$ cat config.mk
export PLATFORM = sky130hd
export DESIGN_NAME = fp_mul_norm_round
export DESIGN_NICKNAME = d
export VERILOG_FILES = /design/src/rtl/fp_mul_norm_round.sv
export SDC_FILE = /design/constraint.sdc
export NUM_CORES = 1
export LEC_CHECK = 0
export BUFFER_PORTS_ARGS = -buffer_cell sky130_fd_sc_hd__buf_2
export CORE_UTILIZATION = 32
export DETAILED_ROUTE_END_ITERATION = 10
export SETUP_SLACK_MARGIN = 0.02
export SLEW_MARGIN = 20
export SYNTH_ARGS = -nofsm -noshare
export SYNTH_HDL_FRONTEND = slang
export SYNTH_SLANG_ARGS = --single-unit
$ cat constraint.sdc
create_clock -name clk -period 6.1 [get_ports clk]
set_input_delay 1.22 -clock clk [delete_from_list [all_inputs] [get_ports clk]]
set_output_delay 1.22 -clock clk [all_outputs]
set_load 0.1 [all_outputs]
$ cat src/rtl/fp_mul_norm_round.sv
`timescale 1ns/1ps
// Normalize, round-to-nearest-even and pack the mantissa array product of a
// single-precision multiply; unpack sideband is delayed to line up with the product.
module fp_mul_norm_round #(
    parameter int unsigned MUL_LAT = 4
) (
    input  logic        clk,
    input  logic        resetn,
    input  logic        iValid,
    input  logic        iSign,
    input  logic [9:0]  iExp,
    input  logic        iNaN,
    input  logic        iInf,
    input  logic        iZero,
    input  logic        iInvalid,
    input  logic [63:0] iProduct,
    output logic        oValid,
    output logic [31:0] oZ,
    output logic [3:0]  oFlags
);

    localparam logic [31:0] QNAN = 32'h7FC0_0000;

    typedef struct packed {
        logic       valid;
        logic       sign;
        logic [9:0] exp;
        logic       nan;
        logic       inf;
        logic       zero;
        logic       invalid;
    } side_t;

    typedef struct packed {
        logic        valid;
        logic        sign;
        logic [9:0]  exp;
        logic [22:0] mant;
        logic        guard;
        logic        sticky;
        logic        nan;
        logic        inf;
        logic        zero;
        logic        invalid;
    } norm_t;

    side_t side_d [MUL_LAT];
    side_t side_q [MUL_LAT];
    side_t side_tail;

    norm_t norm_d;
    norm_t norm_q;

    logic [47:0] prod;
    logic        unused_prod_hi;

    logic        round_up;
    logic [23:0] mant_rnd;
    logic [9:0]  exp_rnd;
    logic        inexact;
    logic        ovf;
    logic        unf;

    logic        valid_d, valid_q;
    logic [31:0] z_d, z_q;
    logic [3:0]  flags_d, flags_q;

    assign prod           = iProduct[47:0];
    assign unused_prod_hi = ^iProduct[63:48];

    // Sideband delay line
    always_comb begin
        side_d[0].valid   = iValid;
        side_d[0].sign    = iSign;
        side_d[0].exp     = iExp;
        side_d[0].nan     = iNaN;
        side_d[0].inf     = iInf;
        side_d[0].zero    = iZero;
        side_d[0].invalid = iInvalid;
        for (int unsigned i = 1; i < MUL_LAT; i++) begin
            side_d[i] = side_q[i-1];
        end
    end

    always_ff @(posedge clk or negedge resetn) begin
        if (!resetn) begin
            for (int unsigned i = 0; i < MUL_LAT; i++) begin
                side_q[i] <= '0;
            end
        end else begin
            for (int unsigned i = 0; i < MUL_LAT; i++) begin
                side_q[i] <= side_d[i];
            end
        end
    end

    assign side_tail = side_q[MUL_LAT-1];

    // Stage N: pick the leading one (bit 47 or 46) and split guard/sticky
    always_comb begin
        norm_d       = norm_q;
        norm_d.valid = side_tail.valid;
        if (side_tail.valid) begin
            norm_d.sign    = side_tail.sign;
            norm_d.nan     = side_tail.nan;
            norm_d.inf     = side_tail.inf;
            norm_d.zero    = side_tail.zero;
            norm_d.invalid = side_tail.invalid;
            if (prod[47]) begin
                norm_d.mant   = prod[46:24];
                norm_d.guard  = prod[23];
                norm_d.sticky = |prod[22:0];
                norm_d.exp    = side_tail.exp + 10'd1;
            end else begin
                norm_d.mant   = prod[45:23];
                norm_d.guard  = prod[22];
                norm_d.sticky = |prod[21:0];
                norm_d.exp    = side_tail.exp;
            end
        end
    end

    always_ff @(posedge clk or negedge resetn) begin
        if (!resetn) begin
            norm_q <= '0;
        end else begin
            norm_q <= norm_d;
        end
    end

    // Stage R: round, then range-check the post-round exponent as signed
    always_comb begin
        round_up = norm_q.guard & (norm_q.sticky | norm_q.mant[0]);
        mant_rnd = {1'b0, norm_q.mant} + {23'd0, round_up};
        exp_rnd  = norm_q.exp + {9'd0, mant_rnd[23]};
        inexact  = norm_q.guard | norm_q.sticky;
        ovf      = $signed(exp_rnd) >= 10'sd255;
        unf      = $signed(exp_rnd) <= 10'sd0;
    end

    always_comb begin
        valid_d = norm_q.valid;
        z_d     = z_q;
        flags_d = flags_q;
        if (norm_q.valid) begin
            flags_d = {norm_q.invalid, 3'b000};
            if (norm_q.invalid || norm_q.nan) begin
                z_d = QNAN;
            end else if (norm_q.inf) begin
                z_d = {norm_q.sign, 8'hFF, 23'd0};
            end else if (norm_q.zero) begin
                z_d = {norm_q.sign, 31'd0};
            end else if (ovf) begin
                z_d        = {norm_q.sign, 8'hFF, 23'd0};
                flags_d[2] = 1'b1;
                flags_d[0] = 1'b1;
            end else if (unf) begin
                z_d        = {norm_q.sign, 31'd0};
                flags_d[1] = 1'b1;
                flags_d[0] = 1'b1;
            end else begin
                // a rounding carry leaves mant_rnd[22:0] all zero
                z_d        = {norm_q.sign, exp_rnd[7:0], mant_rnd[22:0]};
                flags_d[0] = inexact;
            end
        end
    end

    always_ff @(posedge clk or negedge resetn) begin
        if (!resetn) begin
            valid_q <= 1'b0;
            z_q     <= '0;
            flags_q <= '0;
        end else begin
            valid_q <= valid_d;
            z_q     <= z_d;
            flags_q <= flags_d;
        end
    end

    assign oValid = valid_q;
    assign oZ     = z_q;
    assign oFlags = flags_q;

endmodule

**After elaboration in Yosys (flattened, before gate mapping)**

Index checks and enable logic that the tools add are counted.

- Output and inout port bits: 37
- Logic and storage cells: 66
- Register bits after elaboration: 142

- Reductions and logical operators: 3
- $add $sub $neg: 3
- Bitwise logic cells: 3
- Magnitude comparators: 2
- Multiplexer cells: 14

Operator list:

| kind | count |
|---|---|
| $mux 31 | 4 |
| $mux 35 | 1 |
| $mux 32 | 1 |
| $add 23x1->24 | 1 |
| $reduce_or 23->1 | 1 |
| $reduce_or 22->1 | 1 |
| $add 10x1->10 | 1 |
| $add 10x1->10 const B | 1 |
| $ge 10x9->1 const B | 1 |
| $le 10x1->1 const B | 1 |
| $mux 3 | 3 |
| $mux 1 | 5 |
| $or 1x1->1 | 2 |
| $and 1x1->1 | 1 |
| $logic_or 1x1->1 | 1 |

**Longest topological paths before layout**

Gate-level depths: netlist of run 1.

- Word-level depth: 10
- Depth in mapped cells: 13
- Depth with buffers taken out: 11

**Worst setup path before layout of run 1**

No wires, ideal clock.

- Path type: reg-to-reg
- From: register norm_q[8] (netlist bit)
- To: register z_q[10], in the netlist oZ[10]
- Arrival: 2.804 ns
- Clock period less this slack: 2.929 ns
- Required time: 5.975 ns
- Cell stages (with the launch flop): 13
- Setup slack: 3.171 ns
- Cells stage by stage: dfrtp_1 -> and4_1 -> nand3_1 -> nor4_1 -> ha_1 -> ha_1 -> clkbuf_1 -> nand2_1 -> xor2_1 -> o41a_4 -> nand4_4 -> buf_6 -> o2bb2ai_1

- Cells in the longest elaborated chain, start to end: 8

Ends and longest elaborated chain:

| item | line | RTL |
|---|---|---|
| start: declaration | 52 | `norm_t norm_q;` |
| start signal: assignment | 127 | `norm_q <= norm_d;` |
| $add 23x1->24 (*) | 134 | `mant_rnd = {1'b0, norm_q.mant} + {23'd0, round_up};` |
| $add 10x1->10 | 135 | `exp_rnd = norm_q.exp + {9'd0, mant_rnd[23]};` |
| $le 10x1->1 | 138 | `unf = $signed(exp_rnd) <= 10'sd0;` |
| $mux 31 | 157 | `end else if (unf) begin` |
| $mux 31 (*) | 153 | `end else if (ovf) begin` |
| $mux 31 (*) | 151 | `end else if (norm_q.zero) begin` |
| $mux 31 (*) | 149 | `end else if (norm_q.inf) begin` |
| $mux 32 (*) | 147 | `if (norm_q.invalid \|\| norm_q.nan) begin` |
| end signal: assignment | 176 | `z_q <= z_d;` |
| end: declaration | 65 | `logic [31:0] z_d, z_q;` |

Every way passes the cells marked *; elsewhere a longest branch is shown, timed or not.
A chain may end at the register's enable or synchronous reset.

**Final worst setup path of run 1**

- From: register norm_q[8] (netlist bit)
- To: register z_q[5], in the netlist oZ[5]

The elaborated chain is that of the path after synthesis.

==> impl_metrics.py, run 1 <==
metrics = {
    "sta": {
        "slew_headroom_pct": 33.6,
        "timing.hold.ws_ns": 0.340,
        "finalSetupViolCount": 0,
        "finalHoldViolCount": 0,
        "final.min_clock_period_ns": 3.48,
        "final.setup.tns_ns": 0,
        "rsz0062_at_grt": "no",
        "fin_skew_ns": 0.00745,
        "max_freq_ghz": 0.288,
        "finalMaxSlewViolations": 0,
        "worstMarginPinSlew_ns": 0.990,
        "period_share_pct": 57.0,
    },
    "clocking": {
        "ctsResizeCount": 0,
        "hold_buffers": 0,
        "cts_sinks": 142,
        "cts_buffer_depth": 2,
        "clkLatencyLatePin_ns": 0.42,
        "cts_tree": "built",
        "cts_max_level": 4,
        "cts_made_buffers": 17,
        "postCtsSetupRepairBufs": 0,
        "cts_root_buffer": "clkbuf_16",
        "clk_pin_slew_ns": 0.06,
    },
    "finish": {
        "area_delta_synth_final_pct": 23.1,
        "layout_common_cells": "dfrtp_1, buf_2, nor2_1, a21oi_1, mux2i_1",
        "insertedDiodeCount": 0,
        "drive_gt1_share_pct": 25.9,
        "fin_nets": 652,
        "layout_commonest_cell": "dfrtp_1",
    },
    "power_and_ir_drop": {
        "pwr-share-seq_pct": 44.3,
        "power.switching_mw": 0.653,
        "vdd_ir_drop_max_mv": 0.225,
        "p_int_mw": 1.72,
        "power.leakage_nw": 3.14,
        "power_frac_clock_pct": 44.0,
        "p_per_area_mw_per_mm2": 340,
        "p_sw_share_pct": 27.5,
        "combPwrFrac_pct": 11.7,
    },
    "floorplanning": {
        "row_count": 48,
        "start_util_pct": 32.8,
        "die_w_microns": 135,
        "die_area_sq_mm": 0.0183,
        "die_y_microns": 135,
        "pin_count": 119,
        "core-area_sq_mm": 0.0173,
    },
    "worst_setup_path": {
        "arrival_ns": 3.76,
        "crit_path_max_fanout": 22,
        "cp_slowest_cell": "o41a_4",
        "required_ns": 6.38,
        "worstSetupEndpointType": "flop",
        "cp-start-kind": "flop",
        "worst-setup-path-type": "reg2reg",
        "crit_chain": "and4_1 > nand3_1 > nor4_1 > ha_1 > ha_1 > nand2_1 > xor2_1 > o41a_4 > nand4_4 > o2bb2ai_1",
        "critPathMaxStageDelay_ns": 0.55,
        "cpMostUsedCell": "ha_1",
    },
    "flow_run": {
        "cap_viol_max_count": 0,
    },
    "logic_synthesis": {
        "syn_inst": 466,
        "async_flop_share_pct": 100,
        "netlist_area_sq_mm": 0.00568,
        "synthFlopType": "dfrtp_1",
        "synth.distinct_cells": 42,
        "synth_edf_count": 0,
        "syn_nets": 552,
        "syn_area_per_cell_sq_um": 12.2,
        "ys_seq_area_share_pct": 62.6,
        "ys_seq_elements": 142,
        "yosysWarnings": 0,
    },
    "route": {
        "drt_iter0_drc": 152,
        "routed_wl_mm": 11.4,
        "avgRoutedWirePerCell_microns": 14.2,
        "drc": 0,
        "avgViaCountPerCell": 4.73,
        "drt-pass1-iter-count": 4,
        "ant_nets": 0,
        "vias": 3806,
    },
    "grt": {
        "antenna_found_initial": 0,
        "grt_max_degree": 78,
        "overflow": 0,
        "grt_pass1_vias": 3880,
        "grt_pass1_wl_mm": 19.2,
        "grt.total_usage_pct": 13.8,
    },
    "hold_path": {
        "hp-class": "reg2reg",
    },
    "placement": {
        "gp_congestion": 0.765,
        "port_buffers": 102,
        "hpwl_mm": 7.85,
    },
    "outcome": {
        "status": "completed",
    },
}
## power by group through the flow
stage               combinational, mW  sequential [mW]  clock (mW)
global route                    0.303             1.06        1.12
detailed placement              0.280             1.07           0
CTS                             0.281             1.05        1.08
floorplan                       0.121             1.14           0
finish                          0.278             1.05        1.04
global placement                0.275             1.07           0
## kinds of logic (layout without fill, tap and decap cells)
group	count (synthesis)	count (layout)	share of synthesized area, %
flops	142	142	62.6
mux	33	33	5.97
fa+ha+maj	4	4	0.882
xor+xnor	39	39	6.02
compound gates	80	80	9.81
buf+inv	30	143	2.38
simple gates	138	138	12.3
## synthesized netlist by cell type, drive strengths merged (3+ instances only)
cell,number,area (sq um)
buf,9,56.3
xor2,22,193
a21oi,35,175
nand4,10,92.6
nor3,6,30.0
nand2,23,86.3
and3,8,50.1
and4,5,46.3
nor2b,4,25.0
nand3,22,110
nor2,47,176
ha,4,50.1
clkbuf,14,52.6
o2bb2ai,23,201
nor4,6,37.5
mux2,7,78.8
dfrtp,142,3550
inv,6,22.5
a22oi,3,22.5
mux2i,26,260
o21ai,5,25.0
xnor2,17,149
## layer usage
metal,vias to the layer above,GRT usage [%],part of all wire [%]
met5,-,0,0
met4,0,4.81,1.3
met3,15,4.60,5.4
met2,100,22.1,47
met1,1841,17.4,46
li1,1850,-,-
## critical path: cells and delay by family, from the launching register on
family	cells	cell delay (ns)
flops	1	0.44
simple gates	5	1.33
compound gates	2	0.68
xor+xnor	1	0.18
fa+ha+maj	2	0.70
## layout make-up
type                    instances  area [sq um]
clock inverters                13           155
well taps                     225           282
inverters                       7          26.3
flip-flops and latches        142          3550
fillers                      1708         10300
clock buffers                  19           453
multi-input cells             294          1990
repair buffers                104           532
## registers in the layout (all words and copies together), names as in the netlist
| signal | flops |
|---|---|
| oValid | 1 |
| valid_d | 1 |
| side_d | 48 |
| norm_q | 40 |
| side_q | 15 |
| oZ | 32 |
| oFlags | 4 |
| norm_d | 1 |
## worst paths after layout
check | from | to | slack, ns | cells past startpoint
setup / recovery | norm_q[8]$_DFFE_PN0P_ | oZ[5]$_DFFE_PN0P_ | 2.62 | 10
min in group asynchronous | resetn | side_d[35]$_DFF_PN0_ | 0.80 | 1
setup reg to reg | norm_q[8]$_DFFE_PN0P_ | oZ[5]$_DFFE_PN0P_ | 2.62 | 10
hold / removal | side_d[17]$_DFF_PN0_ | side_d[1]$_DFF_PN0_ | 0.34 | 0
max in group asynchronous | resetn | norm_d[40]$_DFF_PN0_ | 3.90 | 2
hold reg to reg | side_d[17]$_DFF_PN0_ | side_d[1]$_DFF_PN0_ | 0.34 | 0
## through the flow
| step | setup slack, ns | cells | power [mW] | instance area [sq um] | utilization, % |
|---|---|---|---|---|---|
| floorplan | 3.17 | 466 | 1.26 | 5680 | - |
| global placement | 2.66 | 772 | 1.34 | 6380 | 36.9 |
| detailed placement | 2.62 | 772 | 1.35 | 6380 | 36.9 |
| CTS | 2.56 | 804 | 2.41 | 6990 | 40.4 |
| global route | 2.31 | 804 | 2.48 | 6990 | 40.4 |
| finish | 2.62 | 804 | 2.38 | 6990 | 40.4 |
No activity file was read; power rests on OpenSTA's default activity.
==> inputs of run 2 (changes only) <==
==> constraint.sdc (replaced) <==
create_clock -name clk -period 3.6 [get_ports clk]
set_input_delay 0.72 -clock clk [delete_from_list [all_inputs] [get_ports clk]]
set_output_delay 0.72 -clock clk [all_outputs]
set_load 0.1 [all_outputs]
==> run 2 against run 1 <==
Net effect: register-to-register slack worse by 2.3 ns; utilization up 0.48 points; global-route usage down 0.29 points; sequential power up 70%; combinational power up 72%; worst setup slack worse by 2.3 ns.
==> impl_metrics.py, run 2 (synthesis results as in run 1) <==
metrics = {
    "placement": {
        "port_buffers": 102,
        "placed_area_sq_mm": 0.00641,
        "gp_congestion": 0.765,
        "hpwl_mm": 7.81,
    },
    "route": {
        "drc": 0,
        "ant_nets": 0,
        "avgViaCountPerCell": 4.71,
        "drt-pass1-iter-count": 4,
        "drt_iter0_drc": 181,
        "vias": 3819,
        "routed_wl_mm": 11.5,
        "avgRoutedWirePerCell_microns": 14.2,
    },
    "finish": {
        "layout_common_cells": "dfrtp_1, buf_2, nor2_1, a21oi_1, mux2i_1",
        "final_core_util_pct": 40.9,
        "largest_reg_flops": 48,
        "insertedDiodeCount": 0,
        "layout_commonest_cell": "dfrtp_1",
        "area_delta_synth_final_pct": 24.6,
        "drive_gt1_share_pct": 27.4,
        "stdcell_area_sq_mm": 0.00707,
        "fin_nets": 658,
    },
    "power_and_ir_drop": {
        "power.leakage_nw": 3.16,
        "vdd_ir_drop_max_mv": 0.326,
        "p_per_area_mw_per_mm2": 564,
    },
    "grt": {
        "grt_pass1_vias": 3857,
        "grt_max_degree": 110,
        "antenna_found_initial": 0,
        "grt.total_usage_pct": 13.5,
        "grt_pass1_wl_mm": 19.1,
        "overflow": 0,
    },
    "sta": {
        "rsz0062_at_grt": "no",
        "finalMaxSlewViolations": 0,
        "period_share_pct": 91.4,
        "slew_headroom_pct": 63.8,
        "max_freq_ghz": 0.304,
        "finalSetupViolCount": 0,
        "final.min_clock_period_ns": 3.29,
        "final.setup.tns_ns": 0,
        "worstMarginPinSlew_ns": 0.541,
        "finalHoldViolCount": 0,
        "timing.hold.ws_ns": 0.214,
        "fin_skew_ns": 0.0104,
    },
    "worst_setup_path": {
        "cp-start-kind": "flop",
        "required_ns": 3.89,
        "timing.rr.end": "oZ[4]$_DFFE_PN0P_",
        "reg2reg_slack_ns": 0.31,
        "r2r_start": "norm_q[5]$_DFFE_PN0P_",
        "worst-setup-path-type": "reg2reg",
        "crit_path_max_fanout": 11,
        "worstSetupEndpointType": "flop",
        "arrival_ns": 3.57,
        "ff2ff_path_depth": 10,
    },
    "floorplanning": {
        "row_count": 48,
        "core-area_sq_mm": 0.0173,
        "die_area_sq_mm": 0.0183,
        "die_y_microns": 135,
        "start_util_pct": 32.8,
        "pin_count": 119,
        "die_w_microns": 135,
    },
    "clocking": {
        "cts_made_buffers": 17,
        "cts_tree": "built",
        "cts_buffer_depth": 2,
        "clkLatencyLatePin_ns": 0.42,
        "cts_max_level": 4,
        "clk_pin_slew_ns": 0.06,
        "cts_root_buffer": "clkbuf_16",
        "hold_buffers": 0,
        "postCtsSetupRepairBufs": 0,
        "ctsResizeCount": 0,
        "cts_sinks": 142,
    },
    "flow_run": {
        "cap_viol_max_count": 0,
    },
    "outcome": {
        "status": "completed",
    },
    "hold_path": {
        "hp-class": "in2async",
    },
}
==> run 2: cell count changes in the layout (fill, tap and decap cells not counted), sizes merged <==
cell | previous run | this run
buf | 104 | 109
bufinv | 2 | 1
clkbuf | 19 | 20
clkinv | 5 | 4
clkinvlp | 2 | 3
nand4 | 10 | 11
==> run 2: critical path, cell delays in order (launching register included) <==
cell	delay, ns
dfrtp_1	0.41
and4_1	0.31
nand3_1	0.21
nor4_1	0.38
ha_1	0.36
ha_2	0.32
nand2_1	0.10
xor2_1	0.16
o41a_4	0.57
nand4_4	0.22
o2bb2ai_1	0.11
==> run 2: layer usage <==
| layer | track usage [%] | share of wire, % |
|---|---|---|
| met4 | 4.49 | 0.90 |
| met5 | 0 | 0 |
| met2 | 21.4 | 48 |
| met1 | 17.8 | 46 |
| met3 | 3.67 | 4.7 |
==> run 2: power breakdown <==
group	switching (mW)	total (mW)	leakage, nW	internal [mW]
combinational	0.326	0.479	1.20	0.153
sequential	0.0896	1.79	1.68	1.70
clock	0.698	1.72	0.282	1.02
total	1.11	3.99	3.16	2.87
==> run 2: cell type report <==
| class | count | area, sq um |
|---|---|---|
| inverter | 7 | 26.3 |
| multi-input combinational | 295 | 2030 |
| sequential | 142 | 3550 |
| timing repair buffer | 109 | 589 |
| fill | 1686 | 10200 |
| clock buffer | 20 | 467 |
| tap | 225 | 282 |
| clock inverter | 12 | 125 |
==> run 2: worst max path at each step <==
stage	to	slack, ns	depth (start not counted)	from
global route	oZ[1]$_DFFE_PN0P_	0.08	10	norm_q[13]$_DFFE_PN0P_
floorplan	oZ[10]$_DFFE_PN0P_	0.67	12	norm_q[8]$_DFFE_PN0P_
CTS	oZ[22]$_DFFE_PN0P_	0.14	10	norm_q[5]$_DFFE_PN0P_
finish	oZ[4]$_DFFE_PN0P_	0.31	10	norm_q[5]$_DFFE_PN0P_
global placement	oZ[22]$_DFFE_PN0P_	0.20	10	norm_q[5]$_DFFE_PN0P_
detailed placement	oZ[22]$_DFFE_PN0P_	0.13	10	norm_q[5]$_DFFE_PN0P_
==> run 2: stage by stage <==
stage	setup slack [ns]	power [mW]	std cells
floorplan	0.671	2.14	466
global placement	0.200	2.28	776
detailed placement	0.131	2.29	776
CTS	0.145	4.03	808
global route	0.0827	4.17	810
finish	0.311	3.99	810
